## config.mk

```make
export PLATFORM = sky130hd
export DESIGN_NAME = fib_stream_gen
export DESIGN_NICKNAME = d
export VERILOG_FILES = /design/src/rtl/fib_stream_pkg.sv /design/src/rtl/fib_stream_add.sv /design/src/rtl/fib_stream_gen.sv
export SDC_FILE = /design/constraint.sdc
export NUM_CORES = 1
export LEC_CHECK = 0
export ABC_AREA = 0
export BUFFER_PORTS_ARGS = -buffer_cell sky130_fd_sc_hd__buf_2
export CORE_ASPECT_RATIO = 0.9
export CORE_UTILIZATION = 45
export CTS_BUF_LIST = sky130_fd_sc_hd__clkbuf_16
export DETAILED_ROUTE_END_ITERATION = 6
export PLACE_DENSITY = 0.67
export SETUP_SLACK_MARGIN = 0.02
export SKIP_CTS_REPAIR_TIMING = 1
export SYNTH_ARGS = -nofsm -noshare
export SYNTH_HDL_FRONTEND = slang
export SYNTH_SLANG_ARGS = --single-unit
```

## constraint.sdc

```tcl
create_clock -name _clock -period 3.4 [get_ports _clock]
set_input_delay 0.51 -clock _clock [delete_from_list [all_inputs] [get_ports _clock]]
set_output_delay 0.51 -clock _clock [all_outputs]
set_load 0.02 [all_outputs]
```

## src/rtl/fib_stream_pkg.sv

```systemverilog
// Shared types and default sizes for the Fibonacci stream generator.
package fib_stream_pkg;

    localparam int unsigned DEF_WIDTH     = 32;
    localparam int unsigned DEF_CNT_WIDTH = 16;

    typedef enum logic {
        S_IDLE = 1'b0,
        S_RUN  = 1'b1
    } state_e;

endpackage

```

## src/rtl/fib_stream_add.sv

```systemverilog
// Combinational signed adder with two's-complement overflow detect.
module fib_stream_add #(
    parameter int unsigned WIDTH = 32
) (
    input  logic signed [WIDTH-1:0] a_i,
    input  logic signed [WIDTH-1:0] b_i,
    output logic signed [WIDTH-1:0] sum_o,
    output logic                    ovf_o
);

    // Overflow when operand signs agree but the sum sign differs.
    always_comb begin
        sum_o = a_i + b_i;
        ovf_o = (a_i[WIDTH-1] == b_i[WIDTH-1]) && (sum_o[WIDTH-1] != a_i[WIDTH-1]);
    end

endmodule

```

## src/rtl/fib_stream_gen.sv

```systemverilog
// Fibonacci-style term stream from runtime seeds and count, one term per cycle.
// Optional FIB_OVERFLOW_STOP_EN ends a run early (with _trunc) before any
// term that would have overflowed is emitted; otherwise arithmetic wraps.
module fib_stream_gen
    import fib_stream_pkg::*;
#(
    parameter int unsigned WIDTH     = DEF_WIDTH,
    parameter int unsigned CNT_WIDTH = DEF_CNT_WIDTH
) (
    input  logic                    _clock,
    input  logic                    _reset,
    input  logic                    _start,
    input  logic [CNT_WIDTH-1:0]    _n,
    input  logic signed [WIDTH-1:0] _a0,
    input  logic signed [WIDTH-1:0] _b0,
    input  logic                    _ready,
    output logic                    _valid,
    output logic                    _done,
    output logic signed [WIDTH-1:0] _out0,
    output logic [CNT_WIDTH-1:0]    _out1,
    output logic                    _trunc
);

    state_e                  state_q, state_d;
    logic signed [WIDTH-1:0] a_q, a_d, b_q, b_d;
    logic [CNT_WIDTH-1:0]    idx_q, idx_d, cnt_q, cnt_d;
    logic                    valid_q, valid_d, done_q, done_d;
    logic signed [WIDTH-1:0] out0_q, out0_d;
    logic [CNT_WIDTH-1:0]    out1_q, out1_d;
    logic signed [WIDTH-1:0] sum;
    logic                    end_cond;

`ifdef FIB_OVERFLOW_STOP_EN
    logic add_ovf;
    logic fa_q, fa_d, fb_q, fb_d;
    logic trunc_q, trunc_d;
`else
    logic unused_add_ovf;
`endif

    fib_stream_add #(.WIDTH(WIDTH)) u_add (
        .a_i   (a_q),
        .b_i   (b_q),
        .sum_o (sum),
`ifdef FIB_OVERFLOW_STOP_EN
        .ovf_o (add_ovf)
`else
        .ovf_o (unused_add_ovf)
`endif
    );

`ifdef FIB_OVERFLOW_STOP_EN
    assign end_cond = fa_q;
`else
    assign end_cond = 1'b0;
`endif

    // Next-state and output computation; start beats everything else.
    always_comb begin
        state_d = state_q;
        a_d     = a_q;
        b_d     = b_q;
        idx_d   = idx_q;
        cnt_d   = cnt_q;
        out0_d  = out0_q;
        out1_d  = out1_q;
        done_d  = 1'b0;
        valid_d = _ready ? 1'b0 : valid_q;
`ifdef FIB_OVERFLOW_STOP_EN
        fa_d    = fa_q;
        fb_d    = fb_q;
        trunc_d = 1'b0;
`endif
        if (_start) begin
            a_d     = _a0;
            b_d     = _b0;
            idx_d   = '0;
            cnt_d   = _n;
            valid_d = 1'b0;
            state_d = S_RUN;
`ifdef FIB_OVERFLOW_STOP_EN
            fa_d    = 1'b0;
            fb_d    = 1'b0;
`endif
        end else if (state_q == S_RUN && (_ready || !valid_q)) begin
            if (idx_q == cnt_q || end_cond) begin
                done_d  = 1'b1;
                valid_d = 1'b0;
                state_d = S_IDLE;
`ifdef FIB_OVERFLOW_STOP_EN
                trunc_d = fa_q;
`endif
            end else begin
                out0_d  = a_q;
                out1_d  = idx_q;
                valid_d = 1'b1;
                a_d     = b_q;
                b_d     = sum;
                idx_d   = idx_q + CNT_WIDTH'(1);
`ifdef FIB_OVERFLOW_STOP_EN
                fa_d    = fb_q;
                fb_d    = fa_q | fb_q | add_ovf;
`endif
            end
        end
    end

    // State register; reset is ignored when start is also high.
    always_ff @(posedge _clock) begin
        if (_reset && !_start) begin
            state_q <= S_IDLE;
            a_q     <= '0;
            b_q     <= '0;
            idx_q   <= '0;
            cnt_q   <= '0;
            valid_q <= 1'b0;
            done_q  <= 1'b0;
            out0_q  <= '0;
            out1_q  <= '0;
`ifdef FIB_OVERFLOW_STOP_EN
            fa_q    <= 1'b0;
            fb_q    <= 1'b0;
            trunc_q <= 1'b0;
`endif
        end else begin
            state_q <= state_d;
            a_q     <= a_d;
            b_q     <= b_d;
            idx_q   <= idx_d;
            cnt_q   <= cnt_d;
            valid_q <= valid_d;
            done_q  <= done_d;
            out0_q  <= out0_d;
            out1_q  <= out1_d;
`ifdef FIB_OVERFLOW_STOP_EN
            fa_q    <= fa_d;
            fb_q    <= fb_d;
            trunc_q <= trunc_d;
`endif
        end
    end

    assign _valid = valid_q;
    assign _done  = done_q;
    assign _out0  = out0_q;
    assign _out1  = out1_q;
`ifdef FIB_OVERFLOW_STOP_EN
    assign _trunc = trunc_q;
`else
    assign _trunc = 1'b0;
`endif

endmodule

```

==> metrics.txt, run 1 <==
run status=finished with violations; failing checks=DRC; Final Worst Setup Slack=0.622 ns; area of the mapped netlist=7550 sq um; peak supply drop=0.359 mV; Initial Util=46.5%; mean cell area of the mapped netlist=8.10 sq um; pin count of the biggest net entering global routing=51; setup repair after global routing missed its margin=false; reg-to-reg critical path endpoint=_out0[9]; CP max stage delay=0.45 ns; Crit-path slowest cell=and3_2; number of synthesized flops with an enable pin=0; Nets=1160; final-report setup violation count=0; Worst Hold Path EP=cnt_q[13]; min cycle time layout=2.78 ns; Syn-to-layout area delta=17.8%; logic depth of the worst register-to-register path=8; Req. time, crit path=3.75 ns; classification of the worst setup path=register to register; antenna diode count=0; global-route wire length before repair=32000 um; post-route clock skew=0.00520 ns; total number of vias=6828; proportion of synthesized chip area in sequential cells=39.0%; combined global-route utilization of all metal layers=23.0%; worst slew margin relative to its limit=48.6%; number of global-route vias before repair=6385; cells after synthesis=932; routability cong.=0.908; post-synthesis sequential element count=147; launch instance of the worst min-delay path=_n[13]; input/output buffers=133; total power divided by cell area=538 nW/um^2; Remaining DRCs=18; number of antenna violations at the first check in global routing=0; clock transition at the registers of the reported paths=0.06 ns; reg-to-reg startpoint=idx_q[7]; Max-cap violations=0; Worst Path Arrival=3.13 ns; Total Wirelength=19500 um; aggregate negative setup slack=0 ns; logic depth of the worst setup path including buffers=8; Startpoint Class=register; biggest fanout along the worst timing path=21; post-synth cell types=62; total congestion overflow=0; final hold violation count=0; ratio of final minimum period to clock period=81.7%; slew of the pin with the lowest slew margin=0.768 ns; Slew Viols, Final=0; Avg Vias per Cell=5.41; count of filler cells inserted in the layout=1546; Num CTS Buffers=17; Synth Flop Type=dfxtp_1; final standard cell area without fillers=8890 sq um; share of flip-flops with an asynchronous set or reset after synthesis=0%; achievable clock frequency=0.360 GHz; cell area after placement=8330 sq um; Setup crit end kind=register; count of routing violations after the opening detailed-route iteration=519; total die area=17300 sq um; yosys synthesis warning count=0; number of placement rows=44; count of boundary I/O pins=135; final-layout worst hold slack=0.282 ns; Synth Net Count=1049; cell leakage power=4.03 nW; TritonCTS Sinks=147; x dimension of the die=139 um; Buffers & Inverters on Critical Path=1; fraction of layout instances using a drive strength above 1=18.0%; half-perimeter wire length after detailed placement=14100 um; setup slack on the worst flop-to-flop path=0.62 ns; CORE AREA=16200 sq um; cell class contributing the biggest share of worst-path delay=simple AND/OR/NAND/NOR gates; CTS tree=built; cell-by-cell listing of the critical path=xor2_1, nor4_1, nand4_1, and3_2, nand2b_2, buf_4, nand2_1, a21oi_1; type of the tightest min-delay check=input pin to register; final routed wire length divided by cell count=15.5 um; worst setup path startpoint=idx_q[7]; antenna viol nets, final=0; hold-critical path depth=3; Max clock buf depth=2; worst setup timing slack at the placement stage=0.694 ns; number of H-tree levels=4; latest clock arrival within the worst-skew pair=0.42 ns; library cell used as clock root buffer=clkbuf_16; height of the die=125 um; drt first pass iters=7
## kinds of logic (layout without fill, tap and decap cells)
| family | after synthesis | after routing | share of synthesized area (%) |
|---|---|---|---|
| and+or+nand+nor | 339 | 339 | 19.7 |
| AOI/OAI and AO/OA | 257 | 257 | 20.1 |
| DFF | 147 | 147 | 39.0 |
| buffers and inverters | 63 | 187 | 4.23 |
| xor gates and xnor gates | 53 | 53 | 6.15 |
| muxes | 39 | 39 | 5.19 |
| adders and majority gates | 33 | 33 | 5.57 |
| other | 1 | 1 | 0.0497 |
## worst max-delay path by stage
stage	to	slack (ns)
finish	_out0[9]	0.62
global route	_out1[9]	0.39
CTS	_out1[7]	0.65
detailed placement	_out0[9]	0.69
global placement	_out1[13]	0.79
floorplan	b_q[31]	0.99
## synth_stat cells (all sizes together) (2+ instances only)
| library cell | instances | share of area (%) |
|---|---|---|
| nand3b | 2 | 0.20 |
| or4 | 2 | 0.20 |
| nor3 | 8 | 0.53 |
| o211ai | 4 | 0.46 |
| dfxtp | 147 | 39 |
| a32oi | 8 | 0.93 |
| o21bai | 4 | 0.40 |
| nor4 | 5 | 0.41 |
| buf | 20 | 1.8 |
| and3 | 9 | 0.75 |
| a22o | 10 | 1.2 |
| a21o | 13 | 1.3 |
| a211oi | 4 | 0.46 |
| nand2b | 25 | 2.1 |
| xor2 | 37 | 4.3 |
| or3 | 4 | 0.33 |
| a21oi | 93 | 6.2 |
| a31oi | 4 | 0.33 |
| ha | 32 | 5.3 |
| mux2i | 38 | 5.0 |
| a221oi | 2 | 0.23 |
| and4 | 2 | 0.23 |
| nand2 | 207 | 10 |
| inv | 7 | 0.35 |
| o221ai | 2 | 0.23 |
| o2111ai | 2 | 0.23 |
| a31o | 3 | 0.35 |
| nand4 | 8 | 0.66 |
| o31ai | 3 | 0.30 |
| o21ai | 94 | 6.2 |
| clkbuf | 36 | 2.1 |
| xnor2 | 16 | 1.9 |
| nor3b | 2 | 0.20 |
| nand3 | 18 | 1.3 |
| nor2 | 43 | 2.1 |
## layer usage
metal	wire (um)	part of all wire, %	track usage, %
met5	0	0	0
met4	315	1.6	7.87
met3	818	4.2	4.15
met2	8520	44	35.4
met1	9860	51	32.2
## cells in the final DEF (no fill, tap or decap), drive strengths merged, types with 3 or more instances in the layout
| master | Yosys | layout |
|---|---|---|
| clkinv | 0 | 7 |
| a22o | 10 | 10 |
| o31ai | 3 | 3 |
| or3 | 4 | 4 |
| mux2i | 38 | 38 |
| clkinvlp | 0 | 4 |
| a31oi | 4 | 4 |
| a21o | 13 | 13 |
| nand2 | 207 | 207 |
| ha | 32 | 32 |
| o211ai | 4 | 4 |
| o21bai | 4 | 4 |
| and3 | 9 | 9 |
| a211oi | 4 | 4 |
| xnor2 | 16 | 16 |
| nand3 | 18 | 18 |
| xor2 | 37 | 37 |
| clkbuf | 36 | 17 |
| nor2 | 43 | 43 |
| nand4 | 8 | 8 |
| nor3 | 8 | 8 |
| inv | 7 | 9 |
| a31o | 3 | 3 |
| a32oi | 8 | 8 |
| nand2b | 25 | 25 |
| o21ai | 94 | 94 |
| nor4 | 5 | 5 |
| buf | 20 | 148 |
| dfxtp | 147 | 147 |
| a21oi | 93 | 93 |
## per-stage QoR
| stage | util, % | std cells | total power, W |
|---|---|---|---|
| after floorplan | - | 932 | 0.00273 |
| after global placement | 51.3 | 1231 | 0.00299 |
| after detailed placement | 51.3 | 1231 | 0.00300 |
| after CTS | 54.8 | 1263 | 0.00480 |
| after global routing | 54.8 | 1263 | 0.00503 |
| final | 54.8 | 1263 | 0.00478 |
## area by class of cell
| cell class | instances | area (sq um) | area share (%) |
|---|---|---|---|
| Clock buffer | 17 | 425 | 4.78 |
| Multi-Input combinational cell | 722 | 4310 | 48.4 |
| Tap cell | 207 | 259 | 2.91 |
| Sequential cell | 147 | 2940 | 33.1 |
| Timing Repair Buffer | 148 | 793 | 8.92 |
| Clock inverter | 15 | 141 | 1.59 |
| Inverter | 7 | 26.3 | 0.295 |
## state kept, by name, summed over array words and instances, names as in the netlist
name	flops
idx_q	16
b_q	32
_done	1
_out1	16
_out0	32
a_q	32
cnt_q	16
state_q	1
_valid	1
## where the power goes
group	internal [W]	switching, W	total (W)
Sequential	0.00186	0.000101	0.00196
Combinational	0.000413	0.000601	0.00101
Clock	0.00107	0.000741	0.00181
## worst min-delay path: cells and delay by family
family / cells / cell delay [ns]
buf+inv: 1 / 0.07
compound gates: 1 / 0.05
simple gates: 1 / 0.04
Note: power is estimated with default switching activity, not from simulation.
==> run 2, diff against run 1 <==
Settings changed: PLACE_DENSITY 0.67 to 0.69.
Clock period 3.4 ns to 2.4 ns, I/O delays scaled along.
==> metrics.txt, run 2 (same netlist as run 1, synthesis figures left out) <==
final routed wire length divided by cell count=16.2 um (was 15.5 um); clock transition at the registers of the reported paths=0.06 ns (about the same); Placed Cells incl. Taps=1282 (was 1231); setup slack on the worst flop-to-flop path=0.03 ns (was 0.62 ns); final-layout worst hold slack=0.139 ns (was 0.282 ns); run status=finished with violations (unchanged); final hold violation count=0 (unchanged); classification of the worst setup path=register to register (unchanged); top library cells by usage in the layout, fill and taps aside=nand2_1, dfxtp_1, buf_2 (unchanged); final-report setup violation count=0 (unchanged); hold-critical path depth=3 (unchanged); biggest fanout along the worst timing path=5 (was 21); Avg Vias per Cell=5.51 (was 5.41); total number of vias=7240 (was 6828); non-filler instance count after layout=1314 (was 1263); type of the tightest min-delay check=input pin to register (unchanged); final standard cell area without fillers=9640 sq um (was 8890 sq um); drt first pass iters=7 (unchanged); achievable clock frequency=0.423 GHz (was 0.360 GHz); latest clock arrival within the worst-skew pair=0.42 ns (about the same); count of boundary I/O pins=135 (unchanged); Startpoint Class=register (unchanged); global-route wire length before repair=33700 um (was 32000 um); min cycle time layout=2.37 ns (was 2.78 ns); Req. time, crit path=2.70 ns (was 3.75 ns); post-route clock skew=0.00991 ns (was 0.00520 ns); Total Wirelength=21300 um (was 19500 um); combined global-route utilization of all metal layers=24.2% (was 23.0%); Remaining DRCs=16 (was 18); worst setup timing slack at the placement stage=-0.0291 ns (was 0.694 ns); Nets=1213 (was 1160); CTS tree=built (unchanged); total power divided by cell area=742 nW/um^2 (was 538 nW/um^2); setup repair after global routing missed its margin=true (was false); ratio of final minimum period to clock period=98.6% (was 81.7%); CORE AREA=16200 sq um (unchanged); launch instance of the worst min-delay path=_n[5] (was _n[13]); Setup crit end kind=register (unchanged); reg-to-reg startpoint=b_q[10] (was idx_q[7]); worst slew margin relative to its limit=53.1% (was 48.6%); number of H-tree levels=4 (unchanged); cell area after placement=8770 sq um (was 8330 sq um); logic depth of the worst register-to-register path=9 (was 8); count of routing violations after the opening detailed-route iteration=485 (was 519); number of global-route vias before repair=6705 (was 6385); reg-to-reg critical path endpoint=b_q[20] (was _out0[9]); height of the die=125 um (unchanged); number of antenna violations at the first check in global routing=0 (unchanged); Num CTS Buffers=17 (unchanged); post-layout power=0.00716 W (was 0.00478 W); total congestion overflow=0 (unchanged); input/output buffers=133 (unchanged); cell leakage power=4.33 nW (was 4.03 nW); fraction of layout instances using a drive strength above 1=26.1% (was 18.0%); Worst Hold Path EP=cnt_q[5] (was cnt_q[13]); count of filler cells inserted in the layout=1480 (was 1546); library cell used as clock root buffer=clkbuf_16 (unchanged); pin count of the biggest net entering global routing=62 (was 51); half-perimeter wire length after detailed placement=14800 um (was 14100 um); antenna diode count=0 (unchanged); number of placement rows=44 (unchanged); slew of the pin with the lowest slew margin=0.703 ns (was 0.768 ns); TritonCTS Sinks=147 (unchanged); Max clock buf depth=2 (unchanged); x dimension of the die=139 um (unchanged); routability cong.=0.950 (was 0.908); Final Worst Setup Slack=0.0333 ns (was 0.622 ns); most common cell after layout, fill and taps aside=nand2_1 (unchanged); Initial Util=46.5% (unchanged); failing checks=DRC (unchanged); Slew Viols, Final=0 (unchanged); Max-cap violations=0 (unchanged); Worst Path Arrival=2.67 ns (was 3.13 ns); total die area=17300 sq um (unchanged); Syn-to-layout area delta=27.7% (was 17.8%); peak supply drop=0.488 mV (was 0.359 mV); antenna viol nets, final=0 (unchanged)
[run 2: cell count changes in the layout (fill, tap and decap cells not counted), moves of 5 or more]
cell     previous run  this run
buf_4              15        62
buf_12              1         6
dfxtp_1           147       140
a21oi_1            93        86
ha_2                0         5
dfxtp_2             0         6
ha_1               32        20
a21oi_2             0         7
o21ai_0            93        88
ha_4                0         7
o21ai_1             1         6
[run 2: layer usage]
layer	GRT usage, %	vias to the layer above	wire, um
met5	0	-	0
met3	4.69	24	1330
met4	7.27	0	242
met1	34.1	3419	10300
li1	-	3574	-
met2	37.3	223	9450
[run 2: layout make-up]
type	count	area [sq um]	share of cell area [%]
repair buffers	200	1250	12.9
flip-flops and latches	147	2950	30.6
inverters	7	26.3	0.273
clock buffers	17	425	4.41
well taps	207	259	2.69
multi-input cells	723	4590	47.6
clock inverters	13	144	1.49
[run 2: worst max-delay path by stage]
stage	startpoint	to	slack, ns	depth (start not counted)
2_1_floorplan	a_q[12]	b_q[31]	0.05	10
3_3_place_gp	a_q[0]	b_q[24]	0.04	10
3_5_place_dp	a_q[0]	b_q[20]	-0.03	10
4_1_cts	a_q[1]	b_q[29]	-0.05	9
5_1_grt	b_q[12]	b_q[31]	-0.07	9
6_report	b_q[10]	b_q[20]	0.03	9
[run 2: per-stage QoR]
| step | setup TNS [ns] | utilization, % |
|---|---|---|
| after CTS | -0.139 | 57.5 |
| after global routing | -0.203 | 59.4 |
| after detailed placement | -0.0897 | 54.0 |
| after floorplan | 0 | - |
| final | 0 | 59.4 |
| after global placement | 0 | 54.0 |
[run 2: power breakdown]
group	switching (W)	internal, W
registers	0.000148	0.00264
clock network	0.00103	0.00160
logic	0.000973	0.000767
total	0.00215	0.00501
[run 2: worst max-delay path, cell delays in order (launching register included)]
cell      delay [ns]
dfxtp_1         0.34
ha_2            0.38
nand2_1         0.11
or3_1           0.40
a31o_4          0.26
nand2_2         0.13
a211oi_2        0.11
o31ai_2         0.27
xnor2_1         0.16
o21ai_0         0.09
==> run 3, diff against run 2 <==
Settings changed: CELL_PAD_IN_SITES_DETAIL_PLACEMENT set to 1, CELL_PAD_IN_SITES_GLOBAL_PLACEMENT set to 1, CORE_UTILIZATION 45 to 37, PLACE_DENSITY 0.69 to not set, PLACE_DENSITY_LB_ADDON set to 0.1.
==> metrics.txt, run 3 (same netlist as run 1, synthesis figures left out) <==
top library cells by usage in the layout, fill and taps aside=nand2_1, dfxtp_1, buf_2 (unchanged); ratio of final minimum period to clock period=98.0% (was 98.6%); reg-to-reg startpoint=a_q[1] (was b_q[10]); Max clock buf depth=2 (unchanged); Nets=1232 (was 1213); worst setup path startpoint=a_q[1] (was b_q[10]); core occupancy in the finished layout=49.9% (was 59.4%); library cell used as clock root buffer=clkbuf_16 (unchanged); Syn-to-layout area delta=32.1% (was 27.7%); number of H-tree levels=4 (unchanged); number of placement rows=49 (was 44); final-layout worst hold slack=0.134 ns (was 0.139 ns); antenna diode count=0 (unchanged); latest clock arrival within the worst-skew pair=0.43 ns (was 0.42 ns); Final Worst Setup Slack=0.0481 ns (was 0.0333 ns); Max-cap violations=0 (unchanged); pin count of the biggest net entering global routing=54 (was 62); Num CTS Buffers=17 (unchanged); count of routing violations after the opening detailed-route iteration=369 (was 485); number of antenna violations at the first check in global routing=0 (unchanged); launch instance of the worst min-delay path=_a0[9] (was _n[5]); final-report setup violation count=0 (unchanged); Startpoint Class=register (unchanged); final routed wire length divided by cell count=17.7 um (was 16.2 um); half-perimeter wire length after detailed placement=17100 um (was 14800 um); final standard cell area without fillers=9970 sq um (was 9640 sq um); TritonCTS Sinks=147 (unchanged); total congestion overflow=0 (unchanged); peak supply drop=0.455 mV (was 0.488 mV); global-route wire length before repair=37600 um (was 33700 um); clock transition at the registers of the reported paths=0.07 ns (was 0.06 ns); post-route clock skew=0.0161 ns (was 0.00991 ns); number of global-route vias before repair=7300 (was 6705); CTS tree=built (unchanged); drt first pass iters=7 (unchanged); worst setup timing slack at the placement stage=-0.104 ns (was -0.0291 ns); Remaining DRCs=10 (was 16); Total Wirelength=24400 um (was 21300 um); Avg Vias per Cell=5.30 (was 5.51); count of filler cells inserted in the layout=2437 (was 1480); total number of vias=7324 (was 7240); total die area=21000 sq um (was 17300 sq um); total power divided by cell area=724 nW/um^2 (was 742 nW/um^2); cell leakage power=4.44 nW (was 4.33 nW); Initial Util=37.8% (was 46.5%); cell area after placement=8920 sq um (was 8770 sq um); type of the tightest min-delay check=input pin to register (unchanged); failing checks=DRC (unchanged); final hold violation count=0 (unchanged); setup repair after global routing missed its margin=true (unchanged); x dimension of the die=153 um (was 139 um); count of boundary I/O pins=135 (unchanged); routability cong.=0.859 (was 0.950); Setup crit end kind=register (unchanged); run status=finished with violations (unchanged); achievable clock frequency=0.425 GHz (was 0.423 GHz); height of the die=138 um (was 125 um); aggregate negative setup slack=0 ns (unchanged); Req. time, crit path=2.77 ns (was 2.70 ns); most common cell after layout, fill and taps aside=nand2_1 (unchanged); fraction of layout instances using a drive strength above 1=29.7% (was 26.1%); worst slew margin relative to its limit=46.8% (was 53.1%); slew of the pin with the lowest slew margin=0.798 ns (was 0.703 ns); combined global-route utilization of all metal layers=22.6% (was 24.2%); min cycle time layout=2.35 ns (was 2.37 ns); classification of the worst setup path=register to register (unchanged); input/output buffers=133 (unchanged); antenna viol nets, final=0 (unchanged); Slew Viols, Final=0 (unchanged); biggest fanout along the worst timing path=4 (was 5); Worst Path Arrival=2.72 ns (was 2.67 ns); CORE AREA=20000 sq um (was 16200 sq um)
## run 3: cell types whose count changed in the layout (fill, tap and decap cells not counted), sizes merged
cell and change:
inv +6, clkinvlp +1, bufinv -3, buf +18, clkinv -2, clkbuf +1
## run 3: final cells by class
| type | instances | area [sq um] | share of cell area [%] |
|---|---|---|---|
| multi-input cells | 723 | 4690 | 47.1 |
| flip-flops and latches | 147 | 2970 | 29.8 |
| repair buffers | 219 | 1420 | 14.2 |
| clock buffers | 17 | 425 | 4.26 |
| well taps | 255 | 319 | 3.20 |
| clock inverters | 15 | 123 | 1.23 |
| inverters | 7 | 26.3 | 0.263 |
## run 3: critical path, stage by stage, from the launching register on
cell and delay (ns):
dfxtp_4 0.36, ha_4 0.23, a21o_1 0.20, and4_4 0.21, o211ai_4 0.24, nand3_2 0.11
a31o_1 0.23, and3_4 0.16, or4_4 0.50, nand3_2 0.06
## run 3: stage by stage
step	instances	total power, W
2_1_floorplan	932	0.00386
3_3_place_gp	1340	0.00445
3_5_place_dp	1340	0.00448
4_1_cts	1372	0.00703
5_1_grt	1383	0.00758
6_report	1383	0.00722
## run 3: final timing paths
path / endpoint / slack [ns] / depth (start not counted)
worst min-delay path: a_q[9] / 0.13 / 3
worst min register to register: _out1[7] / 0.45 / 2
worst max-delay path: b_q[29] / 0.05 / 9
worst max register to register: b_q[29] / 0.05 / 9
## run 3: report_power, final
part           switching, W  internal (W)  leakage, nW  total (W)
clock               0.00119       0.00135        0.264    0.00254
sequential         0.000154       0.00264         1.22    0.00279
combinational       0.00105      0.000840         2.96    0.00189
total               0.00239       0.00483         4.44    0.00722
## run 3: routing by layer
metal | vias to the layer above | share of wire [%] | track usage [%]
met5 | - | 0 | 0
met4 | 0 | 1.0 | 5.44
met3 | 22 | 4.3 | 3.71
met2 | 158 | 45 | 37.2
met1 | 3525 | 49 | 31.0
li1 | 3619 | - | -
